`config.mk`:
```
export PLATFORM = sky130hd
export DESIGN_NAME = ej_sipo_rx
export DESIGN_NICKNAME = d
export VERILOG_FILES = /design/src/rtl/ej_sipo_rx.sv
export SDC_FILE = /design/constraint.sdc
export NUM_CORES = 1
export LEC_CHECK = 0
export ABC_AREA = 1
export CORE_MARGIN = 2
export CORE_UTILIZATION = 30
export CTS_CLUSTER_DIAMETER = 60
export DETAILED_ROUTE_END_ITERATION = 10
export SYNTH_ARGS = -nofsm -noshare
export SYNTH_HDL_FRONTEND = slang
export SYNTH_SLANG_ARGS = --single-unit
export TNS_END_PERCENT = 1
```
`constraint.sdc`:
```
create_clock -name clk -period 2.85 [get_ports clk]
set_input_delay 0.4275 -clock clk [delete_from_list [all_inputs] [get_ports clk]]
set_output_delay 0.4275 -clock clk [all_outputs]
set_load 0.005 [all_outputs]
```
`src/rtl/ej_sipo_rx.sv`:
```
// ej_sipo_rx: serial-in / parallel-out receiver with a ready/valid output handshake.
// Bits are assembled LSB-first or MSB-first into a right-justified word of
// L = min(sh+1, WIDTH) bits. Direction and length are latched on the first bit of each word.
// A finished word is held until the consumer takes it. Bits that arrive while the word is
// held, and that have no handshake, are dropped and set a sticky overrun flag.
// Optional feature macro: EJ_SIPO_PARITY_EN. When it is defined, one even-parity bit
// follows the data bits of each word and is checked against them.
module ej_sipo_rx #(
  parameter int WIDTH = 8
) (
  input  logic             clk,
  input  logic             rst,
  input  logic             bit_in,
  input  logic             bit_valid,
  input  logic             shift_r_l,
  input  logic [2:0]       sh,
  input  logic             d_ready,
  output logic [WIDTH-1:0] d_out,
  output logic             d_valid,
  output logic             overrun,
  output logic             parity_err
);

  localparam logic [3:0] LW = 4'(WIDTH);

  typedef enum logic [1:0] {
    S_IDLE    = 2'd0,
    S_COLLECT = 2'd1,
`ifdef EJ_SIPO_PARITY_EN
    S_PARITY  = 2'd2,
`endif
    S_HOLD    = 2'd3
  } state_t;

  // State entered once the last data bit of a word has been accepted.
`ifdef EJ_SIPO_PARITY_EN
  localparam state_t S_DATA_DONE = S_PARITY;
`else
  localparam state_t S_DATA_DONE = S_HOLD;
`endif

  state_t           r_state;
  state_t           w_state_next;

  // Per-word configuration that was latched on the first bit, plus the assembly progress.
  logic             r_lsb_first;
  logic [3:0]       r_len;
  logic [3:0]       r_count;
  logic [WIDTH-1:0] r_shift;

  // Output registers. d_out only changes when a new word is presented.
  logic [WIDTH-1:0] r_dout;
  logic             r_dvalid;
  logic             r_overrun;

  logic [3:0]       w_len_in;
  logic             w_start;
  logic             w_take;
  logic             w_data_done;
  logic             w_word_done;
  logic             w_handshake;
  logic             w_drop;
  logic [3:0]       w_pos;
  logic [WIDTH-1:0] w_shift_next;
  logic [WIDTH-1:0] w_word;

  // Effective word length from the live sh input, clamped to the output width.
  always_comb begin
    w_len_in = {1'b0, sh} + 4'd1;
    if (w_len_in > LW) begin
      w_len_in = LW;
    end
  end

  // Next-state logic. It also decides whether the current bit starts a word, extends one,
  // completes one, or is dropped.
  always_comb begin
    w_state_next = r_state;
    w_start      = 1'b0;
    w_take       = 1'b0;
    w_data_done  = 1'b0;
    w_word_done  = 1'b0;
    w_handshake  = 1'b0;
    w_drop       = 1'b0;
    case (r_state)
      S_IDLE: begin
        if (bit_valid) begin
          w_start = 1'b1;
          if (w_len_in == 4'd1) begin
            w_data_done  = 1'b1;
            w_state_next = S_DATA_DONE;
          end else begin
            w_state_next = S_COLLECT;
          end
        end
      end
      S_COLLECT: begin
        if (bit_valid) begin
          w_take = 1'b1;
          if (r_count + 4'd1 == r_len) begin
            w_data_done  = 1'b1;
            w_state_next = S_DATA_DONE;
          end
        end
      end
`ifdef EJ_SIPO_PARITY_EN
      S_PARITY: begin
        if (bit_valid) begin
          w_word_done  = 1'b1;
          w_state_next = S_HOLD;
        end
      end
`endif
      S_HOLD: begin
        if (d_ready) begin
          w_handshake = 1'b1;
          if (bit_valid) begin
            // The consumer takes the held word and this bit begins the next one.
            w_start = 1'b1;
            if (w_len_in == 4'd1) begin
              w_data_done  = 1'b1;
              w_state_next = S_DATA_DONE;
            end else begin
              w_state_next = S_COLLECT;
            end
          end else begin
            w_state_next = S_IDLE;
          end
        end else if (bit_valid) begin
          w_drop = 1'b1;
        end
      end
      default: begin
        w_state_next = S_IDLE;
      end
    endcase
`ifndef EJ_SIPO_PARITY_EN
    w_word_done = w_data_done;
`endif
  end

  // Bit position of the incoming bit. A new word uses the live direction and length.
  // A word already in progress uses the latched ones.
  always_comb begin
    w_pos = 4'd0;
    if (w_start) begin
      w_pos = shift_r_l ? 4'd0 : (w_len_in - 4'd1);
    end else begin
      w_pos = r_lsb_first ? r_count : (r_len - 4'd1 - r_count);
    end
  end

  // Per-bit update of the assembly register. Starting a word clears every other bit,
  // so the bits above L stay zero.
  genvar gi;
  generate
    for (gi = 0; gi < WIDTH; gi = gi + 1) begin : g_bit
      assign w_shift_next[gi] = w_start ? (bit_in & (w_pos == 4'(gi)))
                              : ((w_take && (w_pos == 4'(gi))) ? bit_in : r_shift[gi]);
    end
  endgenerate

`ifdef EJ_SIPO_PARITY_EN
  // With parity, the data bits are complete before the parity bit arrives.
  assign w_word = r_shift;
`else
  // Without parity, the word includes the bit that is accepted this cycle.
  assign w_word = w_shift_next;
`endif

  // State register.
  always_ff @(posedge clk) begin
    if (rst) begin
      r_state <= S_IDLE;
    end else begin
      r_state <= w_state_next;
    end
  end

  // Word assembly: latch the configuration on the first bit and store each accepted bit.
  always_ff @(posedge clk) begin
    if (rst) begin
      r_lsb_first <= 1'b0;
      r_len       <= 4'd0;
      r_count     <= 4'd0;
      r_shift     <= '0;
    end else if (w_start) begin
      r_lsb_first <= shift_r_l;
      r_len       <= w_len_in;
      r_count     <= 4'd1;
      r_shift     <= w_shift_next;
    end else if (w_take) begin
      r_count     <= r_count + 4'd1;
      r_shift     <= w_shift_next;
    end
  end

  // Output word and valid. Completing a word has priority over clearing valid, so
  // back-to-back words keep d_valid high.
  always_ff @(posedge clk) begin
    if (rst) begin
      r_dout   <= '0;
      r_dvalid <= 1'b0;
    end else if (w_word_done) begin
      r_dout   <= w_word;
      r_dvalid <= 1'b1;
    end else if (w_handshake) begin
      r_dvalid <= 1'b0;
    end
  end

  // Sticky overrun: set by any bit dropped while a word is held. Only reset clears it.
  always_ff @(posedge clk) begin
    if (rst) begin
      r_overrun <= 1'b0;
    end else if (w_drop) begin
      r_overrun <= 1'b1;
    end
  end

`ifdef EJ_SIPO_PARITY_EN
  logic r_parity_err;

  // Parity result is registered together with the word and cleared when the word is taken.
  always_ff @(posedge clk) begin
    if (rst) begin
      r_parity_err <= 1'b0;
    end else if (w_word_done) begin
      r_parity_err <= ^{r_shift, bit_in};
    end else if (w_handshake) begin
      r_parity_err <= 1'b0;
    end
  end

  assign parity_err = r_parity_err;
`else
  assign parity_err = 1'b0;
`endif

  assign d_out   = r_dout;
  assign d_valid = r_dvalid;
  assign overrun = r_overrun;

endmodule

```
==> impl_metrics.csv, run 1 <==
group,metric,value,unit
detailed_routing,routed_wirelength,4.083,mm
logic_synthesis,syn_avg_cell_area,6.622,um^2
clock_network,htreeDepth,2,
timing,fin_crit_sh,82.43,%
timing,setup_viol,0,
global_routing,grt_max_degree,17,
status,status,"completed",
logic_synthesis,async_reset_ff_share,0,%
cells_and_area,fillerInstances,651,
logic_synthesis,syn_nets,308,
setup_path,r2r-start,"r_count[0]",
clock_network,post_cts.repair.setup_buffers,0,
global_routing,grt_pass1_wl,7.307,mm
timing,finClkSkew,0.002018,ns
setup_path,r2r_setup_slack,0.50,ns
logic_synthesis,syn_area,1901,um^2
global_routing,grt_usage,12.51,%
cells_and_area,drive_above_1_share,9.385,%
logic_synthesis,synth-xor-area-share,4.016,%
logic_synthesis,post_synth_num_cell_types,35,
clock_network,cts-buffers-inserted,5,
floorplan,start_util,31.54,%
detailed_routing,wl_met3,79,um
setup_path,rr_worst_depth,14,
placed_design,detailed_place_hpwl,3.220,mm
global_routing,antenna_found_initial,0,
logic_synthesis,yosys.area.top_type,"dfxtp_1",
setup_path,crit_type,"reg2reg",
floorplan,rows,28,
worst_hold_path,hold_path.class,"reg2reg",
setup_path,cp.arrival,2.53,ns
cells_and_area,antenna_cells,0,
floorplan,die-area,6988,um^2
cells_and_area,synthToLayoutAreaGrowth,19.49,%
timing,fin_setup_tns,0,ns
setup_path,cp-end-kind,"flip-flop",
logic_synthesis,synth_edf_count,0,
pwr,p_leak,1.060,nW
setup_path,startpoint,"r_count[0]",
logic_synthesis,synth_fa_ha_area_share,8.295,%
detailed_routing,via_per_inst,4.560,
cells_and_area,nNetsFinal,329,
pwr,p_total,1.908,mW
timing,finalHoldViolCount,0,
logic_synthesis,synth-compound-area-share,14.15,%
setup_path,start_kind,"flip-flop",
logic_synthesis,synth_cells,287,
timing,slew_viol_final,0,
logic_synthesis,ys_seq_elements,29,
global_routing,overflow,0,
logic_synthesis,synthMuxAreaShare,0,%
logic_synthesis,synthFlopType,"dfxtp_1",
timing,fmax,425.7,MHz
clock_network,root_buffer,"clkbuf_8",
timing,fin_crit,2.349,ns
detailed_routing,wire_per_inst,10.63,um
detailed_routing,first_pass_iters,4,
cells_and_area,multi_input_area,1120,um^2
logic_synthesis,seq_area_frac_synth,30.55,%
floorplan,die_h,83.60,um
clock_network,clock_sinks,29,
placed_design,place_congestion,0.8495,
timing,rsz0062_at_grt,"false",
logic_synthesis,yosys_warnings,0,
setup_path,endpoint,"d_out[2]",
clock_network,path_clk_slew,0.06,ns
detailed_routing,met2_length,2.009,mm
cells_and_area,final_util,37.69,%
pwr,powerDensity,840.3,nW/um^2
setup_path,worst-path-max-fanout,4,
detailed_routing,top_layer,"met4",
floorplan,core,6026,um^2
pwr,vdd_drop_max,0.4435,mV
detailed_routing,ant_nets,0,
clock_network,cts_tree,"done",
logic_synthesis,synth_top_area_share,30.55,%
floorplan,die_x,83.60,um
detailed_routing,drc,0,
placed_design,portBuffers,18,
clock_network,cts_resized,0,
clock_network,clk_path_buf_depth,2,
logic_synthesis,synth_top_family_by_area,"simple AND/OR/NAND/NOR gates",
logic_synthesis,yosys-top-cells-area,"dfxtp_1 31%, nand2_1 17%, inv_1 7.9%, ha_1 7.2%, nand3_1 5.8%",
clock_network,clk_latency,0.28,ns
job,drv_cap,0,
logic_synthesis,synth_simple_gate_area_share,32.26,%
setup_path,rr_endpoint,"d_out[2]",
global_routing,grt_pass1_vias,1695,
floorplan,pin_count,20,
detailed_routing,wl_met1,1.946,mm
cells_and_area,regArea,580.6,um^2
detailed_routing,vias,1751,
setup_path,required,3.03,ns
clock_network,cts_hold_buf,0,
detailed_routing,first_iter_violations,43,
how the worst min path moves through the flow:
stage	startpoint	to	slack [ns]	cells past startpoint
after floorplan	r_len[0]	r_len[0]	0.43	2
after global placement	overrun	overrun	0.46	1
after detailed placement	overrun	overrun	0.47	1
after CTS	overrun	overrun	0.48	1
after global routing	d_valid	d_valid	0.50	2
final	d_valid	d_valid	0.47	2
Yosys cell counts (2+ instances only):
master,count
a21oi_1,15
a21oi_2,2
clkbuf_1,2
dfxtp_1,29
ha_1,11
inv_1,40
inv_2,3
nand2_1,87
nand3_1,22
nand3_2,3
nor2_1,24
nor2_2,7
o21ai_0,9
o21ai_1,2
o21bai_1,7
o22ai_1,2
xnor2_1,2
xor2_1,3
worst max-delay path, cell delays in order, from the launching register on:
cell and delay [ns]:
dfxtp_1 0.39, inv_1 0.10, ha_1 0.23, fa_1 0.50, o21ai_0 0.08, nand2_1 0.08, nand2_1 0.06, inv_1 0.10
nand2_1 0.09, nor2_2 0.13, nand2_1 0.08, o21bai_1 0.20, nand3_1 0.10, nand2_1 0.08, inv_1 0.03
state kept, by name (all words and copies together), names as in the netlist:
name	count
d_out	8
r_state	2
r_len	4
d_valid	1
r_shift	8
overrun	1
r_lsb_first	1
r_count	4
placed cells by master, fill, tap and decap left out, types with 2 or more instances in the layout:
| cell type | n |
|---|---|
| nand2_1 | 87 |
| nand3_2 | 3 |
| dfxtp_1 | 29 |
| o21ai_0 | 9 |
| clkbuf_8 | 6 |
| a21oi_1 | 15 |
| inv_1 | 40 |
| nor2_1 | 24 |
| clkdlybuf4s50_1 | 18 |
| a21oi_2 | 2 |
| nor2_2 | 7 |
| buf_4 | 2 |
| inv_2 | 3 |
| xor2_1 | 3 |
| o21ai_1 | 2 |
| o22ai_1 | 2 |
| o21bai_1 | 7 |
| ha_1 | 11 |
| xnor2_1 | 2 |
| nand3_1 | 22 |
metal layers:
layer / up-vias / global-route usage, %
met2: 18 / 22.40
met4: 0 / 4.106
met5: - / 0
met1: 791 / 14.93
li1: 937 / -
met3: 5 / 2.374
power by group:
group	leakage [nW]	switching, mW	total (mW)	internal [mW]
Combinational	0.767	0.600	0.934	0.334
Clock	0.0585	0.158	0.442	0.285
Sequential	0.235	0.0552	0.532	0.477
Total	1.06	0.813	1.91	1.10
per-stage QoR:
stage	setup WS (ns)	instance area (um^2)	hold slack, ns	instances
after floorplan	0.8119	1901	0.4347	287
after global placement	0.2478	2155	0.4552	376
after detailed placement	0.2342	2155	0.4658	376
after CTS	0.5199	2271	0.4808	384
after global routing	0.2516	2271	0.5005	384
final	0.5009	2271	0.4712	384
area by class of cell:
class                   count  area share, %
repair buffers             20          8.595
clock inverters             1          1.322
multi-input cells         208          49.31
well taps                  75          4.132
flip-flops and latches     29          25.56
clock buffers               7          3.802
inverters                  44          7.273
cells by family (layout without fill, tap and decap cells):
logic type | Yosys count | count (layout)
buffers and inverters | 50 | 72
adders and majority gates | 12 | 12
xor gates and xnor gates | 7 | 7
other | 1 | 1
DFF | 29 | 29
AOI/OAI and AO/OA | 43 | 43
and+or+nand+nor | 145 | 145
(Power assumes the default switching activity.)
==> run 2, diff against run 1 <==
Clock period 2.85 ns to 2.2 ns, I/O delays scaled along.
==> impl_metrics.csv, run 2 (synthesis results as in run 1) <==
group,metric,value,unit
setup_path,start_kind,"flip-flop",
detailed_routing,via_per_inst,4.431,
setup_path,required,2.39,ns
timing,fin_crit,2.064,ns
timing,setup_viol,0,
setup_path,r2r_setup_slack,0.14,ns
pwr,internal_power,1.613,mW
cells_and_area,final_cell_mix,"85 x nand2_1, 35 x inv_1, 26 x dfxtp_1",
timing,finClkSkew,0.006926,ns
global_routing,grt_usage,12.89,%
clock_network,root_buffer,"clkbuf_8",
detailed_routing,drc,0,
cells_and_area,synthToLayoutAreaGrowth,31.80,%
global_routing,grt_pass1_wl,7.431,mm
detailed_routing,ant_nets,0,
cells_and_area,fillerInstances,647,
setup_path,cp-end-kind,"flip-flop",
floorplan,die_x,83.60,um
timing,fin_crit_sh,93.83,%
setup_path,cp.arrival,2.25,ns
setup_path,r2r-start,"r_count[0]",
clock_network,post_cts.repair.setup_buffers,0,
pwr,p_sw,1.154,mW
floorplan,pin_count,20,
setup_path,rr_worst_depth,13,
cells_and_area,final_common_cell,"nand2_1",
detailed_routing,routed_wirelength,4.246,mm
placed_design,dp_cells,398,
pwr,vdd_drop_max,0.4791,mV
timing,finalHoldViolCount,0,
pwr,seq_power_share,24.9,%
cells_and_area,drive_above_1_share,19.34,%
pwr,pwr-share-comb,53.8,%
pwr,switching_share,41.71,%
detailed_routing,first_pass_iters,4,
pwr,powerDensity,1105,nW/um^2
global_routing,grt_pass1_vias,1706,
floorplan,start_util,31.54,%
pwr,p_leak,1.195,nW
setup_path,crit_type,"reg2reg",
clock_network,clk_path_buf_depth,2,
worst_hold_path,hold_path.class,"reg2reg",
clock_network,clock_sinks,29,
worst_hold_path,holdPathEnd,"overrun",
global_routing,overflow,0,
cells_and_area,fin_area,2505,um^2
placed_design,detailed_place_hpwl,3.364,mm
clock_network,htreeDepth,2,
status,status,"completed",
timing,slew_viol_final,0,
pwr,clockPowerShare,21.3,%
clock_network,path_clk_slew,0.07,ns
detailed_routing,top_layer,"met4",
setup_path,rr_endpoint,"d_out[1]",
placed_design,place_congestion,0.7779,
global_routing,grt_max_degree,16,
job,drv_cap,0,
placed_design,portBuffers,18,
setup_path,worst-path-max-fanout,5,
detailed_routing,wl_met1,2.069,mm
worst_hold_path,whs_path_depth,1,
floorplan,die-area,6988,um^2
clock_network,cts_tree,"done",
detailed_routing,wire_per_inst,10.46,um
cells_and_area,antenna_cells,0,
cells_and_area,final_cells,406,
cells_and_area,nNetsFinal,351,
clock_network,cts_resized,0,
timing,fmax,484.4,MHz
detailed_routing,vias,1799,
floorplan,core,6026,um^2
clock_network,cts-buffers-inserted,5,
clock_network,cts_hold_buf,0,
floorplan,rows,28,
clock_network,clk_latency,0.29,ns
global_routing,antenna_found_initial,0,
detailed_routing,wl_met3,100,um
placed_design,place_area,2332,um^2
worst_hold_path,hp-start,"overrun",
detailed_routing,met2_length,2.016,mm
timing,rsz0062_at_grt,"true",
detailed_routing,first_iter_violations,95,
floorplan,die_h,83.60,um
==> run 2: power groups by stage <==
stage               clock, mW  sequential [mW]  combinational (mW)
floorplan                   0            0.687               0.922
global placement            0            0.689                1.39
detailed placement          0            0.691                1.40
CTS                     0.607            0.680                1.41
global route            0.632            0.704                1.69
finish                  0.589            0.690                1.49
==> run 2: final cells by class <==
class                      instances  area (um^2)  area share (%)
clock buffer                       7        86.33           3.447
clock inverter                     1        30.03           1.199
inverter                          44        165.2           6.593
multi-input combinational        208         1167           46.60
sequential                        29        584.3           23.33
tap                               75        93.84           3.746
timing repair buffer              42        377.9           15.08
==> run 2: per-layer routing <==
layer  global-route usage [%]  vias to the layer above
met5                        0                        -
met4                    4.399                        0
met3                    3.066                        7
met2                    21.89                       14
met1                    15.94                      797
li1                         -                      981
==> run 2: how the worst max path moves through the flow <==
stage               start       end  slack (ns)
6_report       r_count[0]  d_out[1]        0.14
3_3_place_gp        sh[0]  d_out[4]       -0.23
3_5_place_dp        sh[0]  d_out[4]       -0.26
2_1_floorplan  r_count[0]  d_out[6]        0.16
4_1_cts        r_count[0]  d_out[4]       0.003
5_1_grt        r_count[0]  d_out[4]       -0.02
==> run 2: metrics by stage <==
| step | power (mW) | utilization [%] | worst slack (ns) | hold slack [ns] | TNS [ns] |
|---|---|---|---|---|---|
| after floorplan | 1.609 | - | 0.1619 | 0.4347 | 0 |
| after global placement | 2.077 | 38.70 | -0.2315 | 0.4542 | -2.059 |
| after detailed placement | 2.087 | 38.70 | -0.2589 | 0.4571 | -2.791 |
| after CTS | 2.696 | 40.64 | 0.003233 | 0.4724 | 0 |
| after global routing | 3.025 | 41.57 | -0.01597 | 0.4848 | -0.01665 |
| final | 2.768 | 41.57 | 0.1357 | 0.4668 | 0 |
==> run 2: worst max-delay path, stage by stage (launching register included) <==
cell and delay (ns):
dfxtp_2 0.33, inv_2 0.05, ha_4 0.16, fa_1 0.38, xnor2_1 0.16, nand2_1 0.07
o211ai_1 0.09, nand2_1 0.13, inv_2 0.11, nand3_4 0.10, o21bai_1 0.19, nand3_1 0.09
nand2_1 0.06, inv_1 0.03
==> run 3, diff against run 2 <==
Settings changed: CTS_CLUSTER_DIAMETER 60 to 80.
==> results of run 3 <==
Same layout as run 2: the final DEF is identical, and so are final timing and power.
